### config.mk
export PLATFORM = sky130hd
export DESIGN_NAME = face_marker_flat
export DESIGN_NICKNAME = d
export VERILOG_FILES = /design/src/rtl/face_marker_if.sv /design/src/rtl/face_marker.sv /design/src/flat_wrapper.sv
export SDC_FILE = /design/constraint.sdc
export NUM_CORES = 1
export LEC_CHECK = 0
export CAP_MARGIN = 5
export CORE_MARGIN = 1.5
export CORE_UTILIZATION = 35
export DETAILED_ROUTE_END_ITERATION = 10
export GPL_ROUTABILITY_DRIVEN = 0
export GPL_TIMING_DRIVEN = 0
export HOLD_SLACK_MARGIN = 0.02
export PLACE_DENSITY = 0.54
export SYNTH_ARGS = -nofsm -noshare
export SYNTH_HDL_FRONTEND = slang
export SYNTH_SLANG_ARGS = --single-unit
### constraint.sdc
create_clock -name clk -period 7.7 [get_ports clk]
set_clock_uncertainty 0.2 [all_clocks]
set_input_delay 1.155 -clock clk [delete_from_list [all_inputs] [get_ports clk]]
set_output_delay 1.155 -clock clk [all_outputs]
set_load 0.01 [all_outputs]
### src/rtl/face_marker_if.sv
// rtl/face_marker_if.sv - control, mask-pixel and annotated-pixel signal bundle for face_marker
interface face_marker_if #(
    parameter int COLOR_DEPTH = 8
);
    logic                   start;
    logic [7:0]             centroid_x;
    logic [7:0]             centroid_y;
    logic [COLOR_DEPTH-1:0] pixel_in;
    logic                   pixel_valid;
    logic [COLOR_DEPTH-1:0] out_R;
    logic [COLOR_DEPTH-1:0] out_G;
    logic [COLOR_DEPTH-1:0] out_B;
    logic                   out_valid;
    logic                   frame_done;
    logic                   busy;
    logic [7:0]             frame_count;

    modport master (
        output start, centroid_x, centroid_y, pixel_in, pixel_valid,
        input  out_R, out_G, out_B, out_valid, frame_done, busy, frame_count
    );

    modport slave (
        input  start, centroid_x, centroid_y, pixel_in, pixel_valid,
        output out_R, out_G, out_B, out_valid, frame_done, busy, frame_count
    );
endinterface

### src/rtl/face_marker.sv
// rtl/face_marker.sv - overlays a green centroid dot and red box outline on a raster mask stream
module face_marker #(
    parameter int WIDTH       = 256,
    parameter int DEPTH       = 256,
    parameter int COLOR_DEPTH = 8,
    parameter int MARK_HALF   = 8
) (
    input  logic          clk,
    input  logic          rst_n,
    face_marker_if.slave  bus
);
    localparam logic [8:0] XMAX = 9'(WIDTH - 1);
    localparam logic [8:0] YMAX = 9'(DEPTH - 1);
    localparam logic [8:0] MH   = 9'(MARK_HALF);
    localparam logic [COLOR_DEPTH-1:0] CMAX = '1;

    typedef enum logic [1:0] {IDLE, STREAM, DONE} state_t;

    state_t     state;
    logic [8:0] cx, cy, x0, x1, y0, y1, x, y;
    logic [8:0] cx_n, cy_n, x0_n, x1_n, y0_n, y1_n;
    logic       in_x, in_y, on_center, on_outline, last_px;

    // Bounds are computed in 9 bits so cx+MARK_HALF cannot wrap before clamping.
    always_comb begin
        cx_n = ({1'b0, bus.centroid_x} > XMAX) ? XMAX : {1'b0, bus.centroid_x};
        cy_n = ({1'b0, bus.centroid_y} > YMAX) ? YMAX : {1'b0, bus.centroid_y};
        x0_n = (cx_n >= MH) ? cx_n - MH : 9'd0;
        y0_n = (cy_n >= MH) ? cy_n - MH : 9'd0;
        x1_n = ((cx_n + MH) > XMAX) ? XMAX : cx_n + MH;
        y1_n = ((cy_n + MH) > YMAX) ? YMAX : cy_n + MH;
    end

    always_comb begin
        in_x       = (x >= x0) && (x <= x1);
        in_y       = (y >= y0) && (y <= y1);
        on_center  = (x == cx) && (y == cy);
        on_outline = (((x == x0) || (x == x1)) && in_y) ||
                     (((y == y0) || (y == y1)) && in_x);
        last_px    = (x == XMAX) && (y == YMAX);
    end

    always_ff @(posedge clk or negedge rst_n) begin
        if (!rst_n) begin
            state           <= IDLE;
            cx              <= '0;
            cy              <= '0;
            x0              <= '0;
            x1              <= '0;
            y0              <= '0;
            y1              <= '0;
            x               <= '0;
            y               <= '0;
            bus.out_R       <= '0;
            bus.out_G       <= '0;
            bus.out_B       <= '0;
            bus.out_valid   <= 1'b0;
            bus.frame_done  <= 1'b0;
            bus.busy        <= 1'b0;
            bus.frame_count <= '0;
        end else begin
            case (state)
                IDLE: begin
                    bus.out_valid  <= 1'b0;
                    bus.frame_done <= 1'b0;
                    if (bus.start) begin
                        cx       <= cx_n;
                        cy       <= cy_n;
                        x0       <= x0_n;
                        x1       <= x1_n;
                        y0       <= y0_n;
                        y1       <= y1_n;
                        x        <= '0;
                        y        <= '0;
                        bus.busy <= 1'b1;
                        state    <= STREAM;
                    end
                end
                STREAM: begin
                    if (bus.pixel_valid) begin
                        bus.out_valid  <= 1'b1;
                        bus.frame_done <= last_px;
                        if (on_center) begin
                            bus.out_R <= '0;
                            bus.out_G <= CMAX;
                            bus.out_B <= '0;
                        end else if (on_outline) begin
                            bus.out_R <= CMAX;
                            bus.out_G <= '0;
                            bus.out_B <= '0;
                        end else begin
                            bus.out_R <= bus.pixel_in;
                            bus.out_G <= bus.pixel_in;
                            bus.out_B <= bus.pixel_in;
                        end
                        if (x == XMAX) begin
                            x <= '0;
                            y <= y + 9'd1;
                        end else begin
                            x <= x + 9'd1;
                        end
                        if (last_px) begin
                            state <= DONE;
                        end
                    end else begin
                        bus.out_valid  <= 1'b0;
                        bus.frame_done <= 1'b0;
                    end
                end
                DONE: begin
                    bus.out_valid   <= 1'b0;
                    bus.frame_done  <= 1'b0;
                    bus.busy        <= 1'b0;
                    bus.frame_count <= bus.frame_count + 8'd1;
                    state           <= IDLE;
                end
                default: state <= IDLE;
            endcase
        end
    end
endmodule
### src/flat_wrapper.sv
// flat-port wrapper written by rule: the top's interface ports become plain ports
module face_marker_flat 
#(
    parameter int WIDTH       = 256,
    parameter int DEPTH       = 256,
    parameter int COLOR_DEPTH = 8,
    parameter int MARK_HALF   = 8
)
  (clk, rst_n, bus_start, bus_centroid_x, bus_centroid_y, bus_pixel_in, bus_pixel_valid, bus_out_R, bus_out_G, bus_out_B, bus_out_valid, bus_frame_done, bus_busy, bus_frame_count);
  face_marker_if #(.COLOR_DEPTH(COLOR_DEPTH)) bus_i ();
  input  logic clk;
  input  logic rst_n;
  input wire logic [$bits(bus_i.start)-1:0] bus_start;
  input wire logic [$bits(bus_i.centroid_x)-1:0] bus_centroid_x;
  input wire logic [$bits(bus_i.centroid_y)-1:0] bus_centroid_y;
  input wire logic [$bits(bus_i.pixel_in)-1:0] bus_pixel_in;
  input wire logic [$bits(bus_i.pixel_valid)-1:0] bus_pixel_valid;
  output wire logic [$bits(bus_i.out_R)-1:0] bus_out_R;
  output wire logic [$bits(bus_i.out_G)-1:0] bus_out_G;
  output wire logic [$bits(bus_i.out_B)-1:0] bus_out_B;
  output wire logic [$bits(bus_i.out_valid)-1:0] bus_out_valid;
  output wire logic [$bits(bus_i.frame_done)-1:0] bus_frame_done;
  output wire logic [$bits(bus_i.busy)-1:0] bus_busy;
  output wire logic [$bits(bus_i.frame_count)-1:0] bus_frame_count;
  assign bus_i.start = bus_start;
  assign bus_i.centroid_x = bus_centroid_x;
  assign bus_i.centroid_y = bus_centroid_y;
  assign bus_i.pixel_in = bus_pixel_in;
  assign bus_i.pixel_valid = bus_pixel_valid;
  assign bus_out_R = bus_i.out_R;
  assign bus_out_G = bus_i.out_G;
  assign bus_out_B = bus_i.out_B;
  assign bus_out_valid = bus_i.out_valid;
  assign bus_frame_done = bus_i.frame_done;
  assign bus_busy = bus_i.busy;
  assign bus_frame_count = bus_i.frame_count;
  face_marker #(.WIDTH(WIDTH), .DEPTH(DEPTH), .COLOR_DEPTH(COLOR_DEPTH), .MARK_HALF(MARK_HALF)) u_core (.clk(clk), .rst_n(rst_n), .bus(bus_i));
endmodule
**Yosys cells after proc, flatten, opt, wreduce, memory -nomap -nowiden**

Cells that the tools add are included.

- Register bits: 107
- Bits of input ports: 28
- Logic and storage cells: 91

- Add/sub/neg operators: 7
- Magnitude comparators: 8
- Equal/unequal tests: 14
- Mux-type cells: 26
- Reductions and logical operators: 20

Operators with widths:

| kind | number |
|---|---|
| 2-to-1 mux 9 bit | 9 |
| 2-to-1 mux 8 bit | 5 |
| == test 9 bit | 4 |
| one-hot mux 9 bit (2 select lines) | 2 |
| adder 8 x 4 -> 9 bit, second input constant | 2 |
| adder 9 x 1 -> 9 bit, second input constant | 2 |
| == test 9 x 8 -> 1 bit | 2 |
| == test 9 x 8 -> 1 bit, second input constant | 2 |
| greater-or-equal comparator 9 bit | 2 |
| > comparator 9 x 8 -> 1 bit, second input constant | 2 |
| less-or-equal comparator 9 bit | 2 |
| subtractor 8 x 4 -> 9 bit, second input constant | 2 |
| greater-or-equal comparator 8 x 4 -> 1 bit, second input constant | 2 |
| adder 8 x 1 -> 8 bit, second input constant | 1 |
| logical AND 1 bit | 6 |
| 2-to-1 mux 2 bit | 3 |
| one-hot mux 1 bit (2 select lines) | 3 |
| AND reduction 2 bit | 3 |
| AND reduction 3 bit | 2 |
| nonzero test 2 bit | 3 |
| != test 2 x 1 -> 1 bit, second input constant | 2 |
| != test 2 bit, second input constant | 2 |
| one-hot mux 2 bit (2 select lines) | 1 |
| AND reduction 4 bit | 1 |
| 6 further kinds | 10 |

**Logic depth before layout (Yosys ltp)**

Gate-level depths: netlist (run 1).

- Depth in word-level cells: 6
- Depth in mapped cells: 9

**Least setup slack after synthesis (run 1)**

Ideal clock, no wire load.

- Kind: input-to-reg
- Start point: in bus_centroid_x[3]
- End point: reg u_core.x1[0]
- Data arrival time: 2.527 ns
- Setup slack: 4.849 ns
- Cell stages on the path: 8
- Cell sequence: inv_1 > ha_1 > nor2b_1 > nor3_1 > maj3_1 > a21oi_1 > nor2_1 > a211o_1

- Cells in the longest elaborated chain, start to end: 3

Ends and longest elaborated chain:

| item | line | source |
|---|---|---|
| start: declaration | flat_wrapper.sv:14 | `input wire logic [$bits(bus_i.centroid_x)-1:0] bus_centroid_x;` |
| adder 8 x 4 -> 9 bit | face_marker.sv:30 | `x1_n = ((cx_n + MH) > XMAX) ? XMAX : cx_n + MH;` |
| > comparator 9 x 8 -> 1 bit | face_marker.sv:30 |  |
| 2-to-1 mux 9 bit | face_marker.sv:30 |  |
| end signal: assignment | face_marker.sv:70 | `x1 <= x1_n;` |
| end: declaration | face_marker.sv:20 | `logic [8:0] cx, cy, x0, x1, y0, y1, x, y;` |

No other way between the ends.
A chain may end at the register's enable or synchronous reset.

**Final worst setup path (run 1)**

- Start point: in bus_centroid_x[3]
- End point: reg u_core.x1[2]

Same word-level chain as after synthesis.

==> out/results.txt, run 1 <==
CP Launch Type -> input pin
CTS tree -> built
Clk root buf -> clkbuf_16
Largest net degree at the start of global routing -> 58
First-pass GRT wire length -> 25800 µm
Worst-Margin Slew -> 0.896 ns
Post-CTS setup buffer count -> 0
Tot Pwr -> 1.39 mW
Sequential share of power -> 0.462
I/O pin count -> 63
Via Count -> 4882
VDD IR-drop max -> 113 µV
Setup repair after global routing missed its margin -> false
Drt first-iter violations -> 210
Outcome -> completed
Routed WL -> 15300 µm
Worst slew margin relative to its limit -> 0.400
Fin Hold WS -> 0.280 ns
CTS H-tree lvls -> 3
First-pass detailed-route iteration total -> 4
Worst skew pair latency -> 0.35 ns
Die boundary width -> 133 µm
Hold buffer count at CTS -> 0
Ys async rst share -> 1.00
Pwr dens -> 194 mW/mm²
Max Root-Sink Buffers -> 2
Fin crit period -> 3.46 ns
Area contributors post-synth -> dfrtp_1 (45%), ha_1 (9.7%), nand2_1 (6.7%)
Core Util, Final -> 0.432
CP Launch Point -> bus_centroid_x[3]
Starting Density -> 0.359
Vias in the first global route -> 5025
Crit path max fanout -> 7
Area delta synth->final -> 20.4%
Yosys reg bits -> 107
Psw -> 0.404 mW
Gate count of the mapped netlist -> 643
Post-synth top area cell -> dfrtp_1
Drt wl/cell -> 16.3 µm
Number of gates resized after cts -> 0
Worst Path Required -> 7.74 ns
Clock Pin Slew Worst Setup and Hold Paths -> 0.07 ns
Total gr overflow -> 0
Netlist cell types -> 57
Worst R2R Setup Slack -> 4.87 ns
Mapped Area -> 0.00595 mm²
R2R depth -> 7
Max cap viols -> 0
Initial antenna violation count -> 0
Critical R2R Capture -> u_core.bus.out_R[3]
Inserted Clock Buffers -> 9
Sequential fraction of the synthesis area -> 0.450
Worst Setup EP -> u_core.x1[2]
Combinational fraction of design power -> 0.192
Worst Path Class, Setup -> in -> reg
EDFF count, synth -> 0
Syn. warnings -> 0
Crit share post-route -> 0.449
Die Y -> 133 µm
Worst Hold Class -> reg -> reg
Final Slew Violations -> 0
Net Count, Synth -> 717
WP data arrival -> 3.50 ns
Gr usage total -> 0.184
Layout net count -> 789
ANT cells -> 0
Internal -> 0.987 mW
Layout cells sized above 1 -> 0.0639
DRC viols -> 0
Syn avg cell area -> 9.26 µm²
Reg-to-reg startpoint -> u_core.y[7]
Final number of setup-violating endpoints -> 0
Max Freq -> 289 MHz
Post-DRT Antenna Nets -> 0
Leak Pwr -> 3.25 nW
Via density -> 5.19
Endpoint class of the critical path -> flip-flop
Clock power frac -> 0.347
Final Hold Fails -> 0
FP Rows -> 47
Top cell type's share of synthesized area -> 0.450
Leading register cell type out of synthesis -> dfrtp_1
Die area -> 0.0178 mm²
Setup_tns -> 0 ns
Dpl hpwl -> 11900 µm
Sw Share -> 0.290
Core region area -> 0.0166 mm²
Number of I/O port buffers -> 60
Clock Sinks -> 107
==> worst min-delay path by stage <==
stage                              start                   endpoint  slack [ns]  cells past startpoint
2_1_floorplan               u_core.x0[4]               u_core.x0[4]        0.25                      2
3_3_place_gp   u_core.bus.frame_count[7]  u_core.bus.frame_count[7]        0.26                      1
3_5_place_dp         u_core.bus.out_B[0]        u_core.bus.out_B[0]        0.27                      2
4_1_cts                     u_core.y1[6]               u_core.y1[6]        0.28                      2
5_1_grt        u_core.bus.frame_count[7]  u_core.bus.frame_count[7]        0.30                      1
6_report             u_core.bus.out_B[0]        u_core.bus.out_B[0]        0.28                      2
==> kinds of logic after synthesis <==
kind of cell    share of synthesized area
flops                               0.450
simple gates                        0.181
xor+xnor                           0.0486
compound gates                      0.170
buf+inv                            0.0452
mux                               0.00546
fa+ha+maj                           0.100
==> per-layer routing <==
| metal | GRT usage | routed length (µm) | vias up |
|---|---|---|---|
| met5 | 0 | 0 | - |
| met4 | 0.0682 | 310 | 0 |
| met3 | 0.0320 | 608 | 20 |
| met2 | 0.296 | 6930 | 107 |
| met1 | 0.250 | 7470 | 2365 |
| li1 | - | - | 2390 |
==> sequential cells by signal, summed over array words and instances (netlist names), 2 cells and up <==
register and count:
u_core.bus.frame_count 8, u_core.bus.out_B 8, u_core.bus.out_G 8, u_core.bus.out_R 8
u_core.cx 8, u_core.cy 8, u_core.state 2, u_core.x 9
u_core.x0 9, u_core.x1 9, u_core.y 9, u_core.y0 9
u_core.y1 9
==> area by class of cell <==
| cell class | count | area (µm²) |
|---|---|---|
| plain buffers | 23 | 96.3 |
| clock buffers | 10 | 239 |
| clock inverters | 6 | 72.6 |
| fillers | 1616 | 9420 |
| inverters | 46 | 173 |
| multi-input cells | 467 | 3010 |
| flip-flops and latches | 107 | 2680 |
| well taps | 220 | 275 |
| repair buffers | 61 | 626 |
==> critical path, cell delays in order <==
cell	delay, ns
clkdlybuf4s50_1	0.62
inv_1	0.15
ha_1	0.36
nor2b_1	0.20
nor3_1	0.07
maj3_1	0.35
a21oi_1	0.20
nor2_1	0.12
a211o_1	0.25
==> through the flow <==
step	instances	area [µm²]	setup slack, ns
after floorplan	643	5950	4.85
after global placement	923	6830	1.13
after detailed placement	924	6850	3.91
after CTS	940	7170	4.29
after global routing	940	7170	4.05
final	940	7170	4.24
==> cells in the mapped netlist, types with 2 or more instances <==
library cell / count
dfrtp_1: 107
nand2_1: 106
ha_1: 46
inv_1: 44
nor2_1: 37
a21oi_1: 29
o21ai_0: 29
xnor2_1: 26
nand3_1: 24
clkbuf_1: 20
o211ai_1: 14
o21ai_1: 14
nand4_1: 13
nor3_1: 12
a211oi_1: 10
o21ai_2: 9
nand2b_1: 8
a21o_1: 7
a22o_1: 7
o31ai_1: 7
xor2_1: 7
nor4_1: 6
a211o_1: 5
and3_1: 5
nor2b_1: 5
and2_1: 4
a21oi_2: 2
a221o_1: 2
a31o_1: 2
a31oi_1: 2
and4_2: 2
buf_2: 2
inv_2: 2
maj3_1: 2
mux2_2: 2
nand3b_1: 2
o22ai_1: 2
==> power groups by stage <==
stage / clock network (mW) / registers (mW) / logic, mW
finish: 0.482 / 0.642 / 0.267
global route: 0.521 / 0.648 / 0.302
CTS: 0.496 / 0.642 / 0.269
detailed placement: 0 / 0.653 / 0.267
global placement: 0 / 0.652 / 0.256
floorplan: 0 / 0.645 / 0.159
==> placed cells by master (no fill, tap or decap), types with 13 or more instances in the layout <==
cell             count
dfrtp_1            107
nand2_1            106
clkdlybuf4s50_1     59
ha_1                46
inv_1               44
nor2_1              37
o21ai_0             29
a21oi_1             29
xnor2_1             26
nand3_1             24
clkbuf_1            20
o211ai_1            14
o21ai_1             14
nand4_1             13
No activity file was read; power rests on OpenSTA's default activity.
==> run 2: changes to the inputs <==
--- a/config.mk
+++ b/config.mk
@@ -12,7 +12,7 @@
 export GPL_ROUTABILITY_DRIVEN = 0
 export GPL_TIMING_DRIVEN = 0
 export HOLD_SLACK_MARGIN = 0.02
-export PLACE_DENSITY = 0.54
+export PLACE_DENSITY = 0.56
 export SYNTH_ARGS = -nofsm -noshare
 export SYNTH_HDL_FRONTEND = slang
 export SYNTH_SLANG_ARGS = --single-unit
==> constraint.sdc (replaced) <==
create_clock -name clk -period 2.8 [get_ports clk]
set_clock_uncertainty 0.2 [all_clocks]
set_input_delay 0.42 -clock clk [delete_from_list [all_inputs] [get_ports clk]]
set_output_delay 0.42 -clock clk [all_outputs]
set_load 0.01 [all_outputs]
==> run 2 against run 1 <==
  * Combinational power rose to 3.0 times the previous value
  * Sequential share of layout area shrank 0.22 points
  * Clock power grew to 2.6 times the previous value
  * Sequential power rose to 2.7 times the previous value
  * Core utilization rose by 0.29 points
  * Via count is 1.1% lower
  * Critical endpoint is now u_core.bus.out_B[3]
  * Global-route usage is 0.48 points lower
  * Die area stayed put
  * Largest power group unchanged
  * Cell area rose by 0.68%
  * Non-clock buffer count grew 6
  * Critical path depth decreased by 1
==> out/results.txt, run 2 (synthesis results as in run 1) <==
Outcome -> completed
FP Rows -> 47
CTS H-tree lvls -> 3
Layout net count -> 795
Inserted Clock Buffers -> 9
Gr usage total -> 0.180
Worst slew margin relative to its limit -> 0.574
CP Launch Type -> flip-flop
Worst Path Required -> 2.84 ns
Final Slew Violations -> 0
Fin Hold WS -> 0.261 ns
Crit-path cells -> ha_1 -> and4_4 -> a31o_1 -> a221o_1 -> a221o_1 -> buf_6 -> o21ai_4 -> o21ai_2
CP max stage cell -> dfrtp_2
Vias in the first global route -> 4811
Routed WL -> 15200 µm
Dpl cell area -> 0.00685 mm²
Die Y -> 133 µm
Core region area -> 0.0166 mm²
Final Hold Fails -> 0
Via Count -> 4827
Crit path max fanout -> 9
Pwr dens -> 527 mW/mm²
First-pass detailed-route iteration total -> 4
FILL cells -> 1629
Most frequent cells in the layout -> nand2_1 (106), dfrtp_1 (105), clkdlybuf4s50_1 (58), ha_1 (46), inv_1 (44)
Via density -> 5.10
Fin crit period -> 2.68 ns
Endpoint class of the critical path -> flip-flop
Number of I/O port buffers -> 60
Critical R2R Capture -> u_core.bus.out_B[3]
HP Start -> bus_centroid_x[6]
Clock Pin Slew Worst Setup and Hold Paths -> 0.07 ns
Crit share post-route -> 0.957
Setup_tns -> 0 ns
R2R depth -> 8
Starting Density -> 0.359
DRC viols -> 0
Critical Path Max Stage Delay -> 0.44 ns
Hold Crit Depth -> 3
Drt wl/cell -> 16.0 µm
Die area -> 0.0178 mm²
Area delta synth->final -> 21.2%
Crit-path most repeated cell -> a221o_1
Die boundary width -> 133 µm
First-pass GRT wire length -> 24900 µm
Leak Pwr -> 3.28 nW
Dpl hpwl -> 11800 µm
Worst skew pair latency -> 0.36 ns
Reg-to-reg startpoint -> u_core.x[4]
Largest net degree at the start of global routing -> 62
Layout cells sized above 1 -> 0.0730
Clock Sinks -> 107
Most common cell after layout, fill and taps aside -> nand2_1
Clk root buf -> clkbuf_16
Worst Path Class, Setup -> reg -> reg
Worst Hold Class -> in -> reg
CTS tree -> built
Post-DRT Antenna Nets -> 0
Hold EP -> u_core.cx[6]
I/O pin count -> 63
Max Freq -> 373 MHz
Worst R2R Setup Slack -> 0.12 ns
Max Root-Sink Buffers -> 2
Drt first-iter violations -> 216
Initial antenna violation count -> 0
Final number of setup-violating endpoints -> 0
Worst-Margin Slew -> 0.638 ns
Setup repair after global routing missed its margin -> false
Total gr overflow -> 0
Post-Layout Inst Area -> 0.00721 mm²
ANT cells -> 0
Max cap viols -> 0
VDD IR-drop max -> 303 µV
WP data arrival -> 2.71 ns
Tot Pwr -> 3.80 mW
==> run 2: worst max path at each step <==
stage,to,from,slack [ns]
2_1_floorplan,u_core.bus.out_B[0],u_core.x[4],0.28
4_1_cts,u_core.bus.out_B[6],u_core.x[1],0.03
5_1_grt,u_core.bus.out_B[2],u_core.y[7],0.0009
3_5_place_dp,u_core.x1[3],bus_centroid_x[3],-0.22
6_report,u_core.bus.out_B[3],u_core.x[4],0.12
3_3_place_gp,u_core.y0[3],rst_n,-2.96
==> run 2: cell type report <==
class                   count  area (µm²)  share of cell area
inverters                  46         173              0.0239
clock inverters             3        21.3             0.00295
well taps                 220         275              0.0382
flip-flops and latches    107        2680               0.371
clock buffers              13         270              0.0375
plain buffers              23        96.3              0.0134
multi-input cells         467        3020               0.419
repair buffers             67         676              0.0937
==> run 2: through the flow <==
stage | utilization | setup slack, ns | std cells
2_1_floorplan | - | 0.276 | 643
3_3_place_gp | 0.412 | -2.96 | 923
3_5_place_dp | 0.413 | -0.222 | 924
4_1_cts | 0.433 | 0.0336 | 941
5_1_grt | 0.435 | 0.000892 | 946
6_report | 0.435 | 0.121 | 946
==> run 2: metal layers <==
metal  vias to the layer above  track usage  routed length (µm)
li1                       2399            -                   -
met1                      2302        0.251                7400
met2                       112        0.283                6890
met3                        14       0.0301                 714
met4                         0       0.0628                 184
met5                         -            0                   0
==> run 2: repair_timing <==
action | 4_1_cts | 5_1_grt
setup endpoints to repair | 16 | 17
pin swaps | 0 | 1
resized for setup | 3 | 2
buffers inserted | 0 | 5
gates cloned | 0 | 0
endpoints found under the hold margin | 46 | 0
hold buffers | 1 | 0
==> run 2: power breakdown <==
group	internal, mW	switching [mW]	leakage [nW]
Combinational	0.366	0.429	1.81
Clock	0.678	0.580	0.142
Sequential	1.66	0.0911	1.33
Total	2.70	1.10	3.28
==> run 2: critical path: cells and delay by family, from the launching register on <==
kind                     cells  cell delay [ns]
AND/OR/NAND/NOR              1             0.16
buffers and inverters        1             0.16
adder cells (fa/ha/maj)      1             0.33
flip-flops                   1             0.44
AO/OA/AOI/OAI                5             1.27
